--- src/rtl/uart_tx_arb.sv ---
// rtl/uart_tx_arb.sv - shares one UART transmitter between an rx echo FIFO and a message source
// Optional feature: define ECHO_CRLF_EN to send an LF after every echoed CR.
module uart_tx_arb #(
  parameter int ECHO_DEPTH = 4
) (
  input  logic       clk_uart,
  input  logic       reset,
  input  logic [7:0] rx_data,
  input  logic       rx_valid,
  input  logic [7:0] msg_data,
  input  logic       msg_valid,
  output logic       msg_ready,
  input  logic       tx_busy,
  output logic [7:0] txdata,
  output logic       dataok,
  output logic       echo_ovf
);
  localparam int AW = $clog2(ECHO_DEPTH);

  typedef enum logic [1:0] {IDLE, LAUNCH, WAIT_BUSY, WAIT_DONE} state_t;
  state_t state, state_nx;

  logic [7:0]    mem [ECHO_DEPTH];
  logic [AW-1:0] wr_ptr, rd_ptr;
  logic [AW:0]   count;
  logic          last_msg;  // 1: message source holds the most recent grant
  logic          echo_req, fifo_full, push_ok, pop, grant, win_msg, crlf_go;

  assign echo_req  = (count != '0);
  assign fifo_full = (count == (AW+1)'(ECHO_DEPTH));

  always_comb begin
    state_nx = state;
    grant    = 1'b0;
    win_msg  = 1'b0;
    pop      = 1'b0;
    case (state)
      IDLE: begin
        if (crlf_go) begin
          grant = 1'b1;
        end else if (echo_req || msg_valid) begin
          grant   = 1'b1;
          win_msg = msg_valid && (!echo_req || !last_msg);
          pop     = !win_msg;
        end
        if (grant) state_nx = LAUNCH;
      end
      LAUNCH:    state_nx = WAIT_BUSY;
      WAIT_BUSY: if (tx_busy) state_nx = WAIT_DONE;
      WAIT_DONE: if (!tx_busy) state_nx = IDLE;
      default:   state_nx = IDLE;
    endcase
  end

  // A pop in the same cycle frees the slot, so a write to a full FIFO still lands.
  assign push_ok   = rx_valid && (!fifo_full || pop);
  assign msg_ready = win_msg && !reset;
  assign dataok    = (state == LAUNCH);

  always_ff @(posedge clk_uart or posedge reset) begin
    if (reset) begin
      state    <= IDLE;
      wr_ptr   <= '0;
      rd_ptr   <= '0;
      count    <= '0;
      txdata   <= 8'h00;
      last_msg <= 1'b1;
      echo_ovf <= 1'b0;
    end else begin
      state <= state_nx;
      if (push_ok) wr_ptr <= wr_ptr + 1'b1;
      if (pop) rd_ptr <= rd_ptr + 1'b1;
      count <= count + {{AW{1'b0}}, push_ok} - {{AW{1'b0}}, pop};
      if (rx_valid && !push_ok) echo_ovf <= 1'b1;
      if (grant) begin
        txdata <= crlf_go ? 8'h0A : (win_msg ? msg_data : mem[rd_ptr]);
        if (!crlf_go) last_msg <= win_msg;
      end
    end
  end

  always_ff @(posedge clk_uart) begin
    if (push_ok) mem[wr_ptr] <= rx_data;
  end

`ifdef ECHO_CRLF_EN
  logic crlf_pend;

  // Armed when an echoed CR finishes; the LF then pre-empts arbitration.
  always_ff @(posedge clk_uart or posedge reset) begin
    if (reset) begin
      crlf_pend <= 1'b0;
    end else if (state == WAIT_DONE && !tx_busy && !last_msg && txdata == 8'h0D) begin
      crlf_pend <= 1'b1;
    end else if (crlf_go) begin
      crlf_pend <= 1'b0;
    end
  end

  assign crlf_go = (state == IDLE) && crlf_pend;
`else
  assign crlf_go = 1'b0;
`endif

endmodule

--- config.mk ---
export PLATFORM = sky130hd
export DESIGN_NAME = uart_tx_arb
export DESIGN_NICKNAME = d
export VERILOG_FILES = /design/src/rtl/uart_tx_arb.sv
export SDC_FILE = /design/constraint.sdc
export NUM_CORES = 1
export LEC_CHECK = 0
export ABC_AREA = 1
export BUFFER_PORTS_ARGS = -buffer_cell sky130_fd_sc_hd__buf_2
export CORE_UTILIZATION = 50
export DETAILED_ROUTE_END_ITERATION = 8
export GPL_ROUTABILITY_DRIVEN = 0
export PLACE_DENSITY = 0.73
export SYNTH_ARGS = -nofsm -noshare
export SYNTH_HDL_FRONTEND = slang
export SYNTH_SLANG_ARGS = --single-unit
--- constraint.sdc ---
create_clock -name clk_uart -period 2.2 [get_ports clk_uart]
set_clock_uncertainty 0.05 [all_clocks]
set_input_delay 0.22 -clock clk_uart [delete_from_list [all_inputs] [get_ports clk_uart]]
set_output_delay 0.22 -clock clk_uart [all_outputs]
set_load 0.05 [all_outputs]
==> results.json <==
{
  "status": "finished with violations",
  "violations": "design-rule violations, negative hold slack",
  "top_level_ports": 32,
  "seq_area_frac_synth_pct": 59.8,
  "hold_path_class": "in -> async",
  "grt_pass1_wl_um": 7260,
  "ys_types": 29,
  "endpoint_kind": "register",
  "powerDensity_nw_per_um2": 1440,
  "finalCritPeriodShare_pct": 99.1,
  "pwr-share-clk_pct": 13.6,
  "synth-seq-cells": 51,
  "critical_path_class": "reg -> reg",
  "fin_crit_ps": 2180,
  "port_buffers": 31,
  "drc": 4,
  "clkTransAtPathRegs_ps": 90,
  "via_count": 1660,
  "wl_met1_um": 1900,
  "htree_levels": 2,
  "clock_latency_ps": 300,
  "drv_slew": 0,
  "max_freq_mhz": 459,
  "highest_layer": "met4",
  "grt_pass1_vias": 1599,
  "clockBufferDepth": 2,
  "grt-ovfl-total": 0,
  "rsz0062_at_grt": "true",
  "finish.instance_area_um2": 2870,
  "syn_avg_cell_area_um2": 10.8,
  "initial_utilization_pct": 53.7,
  "drtIter0Drc": 73,
  "grt_max_degree": 20,
  "via_per_inst": 5.08,
  "route.met3.wl_um": 213,
  "p_int_mw": 2.34,
  "num_rows": 24,
  "cap_viol_max_count": 0,
  "cts_hold_buffers": 0,
  "die_x_um": 71.3,
  "seqPwrFrac_pct": 36.7,
  "met2_length_um": 2140,
  "antenna_found_initial": 0,
  "grt_usage_pct": 19.3,
  "syn_to_final_growth_pct": 19.3,
  "die_h_um": 71.3,
  "ys_async_sr_fraction_pct": 37.3,
  "synth_edf_count": 32,
  "place_hpwl_um": 3020,
  "power.share.combinational_pct": 49.7,
  "worstPathMaxFanout": 5,
  "syn_inst": 223,
  "cts_root_buf": "clkbuf_8",
  "dr.pass1.iters": 6,
  "cp_data_required_time_ps": 2340,
  "crit_path_start_kind": "register",
  "placed_area_um2": 2710,
  "hold-worst-slack_ps": -1.97,
  "yosys_warnings": 0,
  "synthesis.nets": 256,
  "ir_worst_vdd_mv": 0.542,
  "fin_nets": 307,
  "maxSlewHeadroom_pct": 50.9,
  "cts_made_buffers": 5,
  "wl_per_cell_um": 13.3,
  "syn_area_um2": 2400,
  "finalWirelength_um": 4360,
  "cts_tree": "done",
  "die_area_um2": 5090,
  "synth_ff_type": "edfxtp_1",
  "postRouteAntennaNets": 0,
  "worstPathArrival_ps": 2320,
  "diodes": 0,
  "final-setup-viol-count": 0,
  "clock-sinks": 51,
  "drive_gt1_share_pct": 29.5,
  "p_switching_mw": 1.80,
  "core_area_um2": 4470,
  "leakagePower_nw": 1.32,
  "hold_viol": 9,
  "tightest_slew_ps": 736,
  "p_sw_share_pct": 43.5
}
-- worst max-delay path, cell delays in order, from the launching register on --
cell and delay [ps]:
dfrtp_1 400, inv_2 90, ha_4 150, o211ai_4 100, nand2_4 100, nand2_4 60
ha_4 260, inv_2 40, ha_4 150, fa_2 370, xnor2_2 150, xor2_1 160
-- path summary, 6_finish.rpt --
path / startpoint / endpoint / slack (ps) / depth (start not counted)
max: state[0]$_DFFE_PP0P_ / count[2]$_DFF_PP0_ / 20 / 11
min: reset / txdata[1]$_DFFE_PP0P_ / -2 / 2
max reg2reg: state[0]$_DFFE_PP0P_ / count[2]$_DFF_PP0_ / 20 / 11
min reg2reg: txdata[2]$_DFFE_PP0P_ / txdata[2]$_DFFE_PP0P_ / 430 / 2
max in group asynchronous: reset / count[1]$_DFF_PP0_ / 1590 / 2
min in group clk_uart: rx_data[7] / mem[1][7]$_DFFE_PP_ / 80 / 1
-- through the flow --
| stage | total power, mW | utilization [%] | cells | TNS, ps | setup slack, ps |
|---|---|---|---|---|---|
| 2_1_floorplan | 2.98 | - | 223 | 0 | 7.84 |
| 3_3_place_gp | 3.43 | 60.5 | 315 | 0 | 72.8 |
| 3_5_place_dp | 3.49 | 60.5 | 315 | 0 | 10.1 |
| 4_1_cts | 4.06 | 62.7 | 323 | 0 | 6.21 |
| 5_1_grt | 4.44 | 64.1 | 327 | -54.2 | -54.2 |
| 6_report | 4.14 | 64.1 | 327 | 0 | 19.0 |
-- layer usage --
layer	global-route usage (%)	vias to the layer above
met2	32.7	49
met5	0	-
met3	3.94	9
met4	9.78	0
met1	23.4	764
li1	-	838
-- state kept, by name, summed over array words and instances (netlist names) --
signal / flops
state: 2
wr_ptr: 2
last_msg: 1
rd_ptr: 2
echo_ovf: 1
mem: 32
txdata: 8
count: 3
-- cell families after synthesis --
logic type	after synthesis	share of synthesized area, %
AOI/OAI and AO/OA	6	2.03
DFF	51	59.8
buffers and inverters	25	4.94
xor gates and xnor gates	3	1.09
and+or+nand+nor	125	25.1
adders and majority gates	12	6.56
muxes	1	0.416
-- repair_timing --
| item | 4_1_cts | 5_1_grt |
|---|---|---|
| buffers inserted | 0 | 4 |
| setup endpoints to repair | 1 | 1 |
| gates resized for setup | 1 | 7 |
| pin swaps | 0 | 6 |
-- final cells by class --
type | instances | area, µm²
Clock buffer | 6 | 82.6
Clock inverter | 2 | 15.0
Fill cell | 356 | 1610
Inverter | 20 | 80.1
Multi-Input combinational cell | 147 | 895
Sequential cell | 51 | 1440
Tap cell | 52 | 65.1
Timing Repair Buffer | 49 | 290
-- cell usage after synthesis (2+ instances only) --
library cell	n	share of area, %
dfrtp_1	18	19
nand2_4	4	1.9
xor2_1	2	0.73
nand3b_1	6	1.9
edfxtp_1	32	40
nand3_1	26	5.4
o21ai_0	4	0.83
buf_4	3	0.94
nand2_1	72	11
nand4_1	2	0.52
ha_1	11	5.7
inv_4	2	0.52
inv_1	16	2.5
nor2_1	10	1.6
-- power by group through the flow --
| stage | Sequential [mW] | Combinational (mW) | Clock, mW |
|---|---|---|---|
| final | 1.52 | 2.06 | 0.562 |
| after detailed placement | 1.52 | 1.97 | 0 |
| after global placement | 1.51 | 1.91 | 0 |
| after floorplan | 1.77 | 1.21 | 0 |
| after CTS | 1.51 | 1.97 | 0.583 |
| after global routing | 1.55 | 2.28 | 0.611 |
-- cell usage in the layout (no fill, tap or decap), types with 3 or more instances in the layout --
cell type   n
nor2_1     10
edfxtp_1   32
clkbuf_8    6
inv_2       6
ha_4        3
ha_1        8
dfrtp_1    17
nand2_4     4
buf_2      31
inv_1      11
o21ai_0     4
nand2_1    72
nand3_1    26
buf_4      18
nand3b_1    6
inv_4       3
Power figures use the tool's default switching activity.
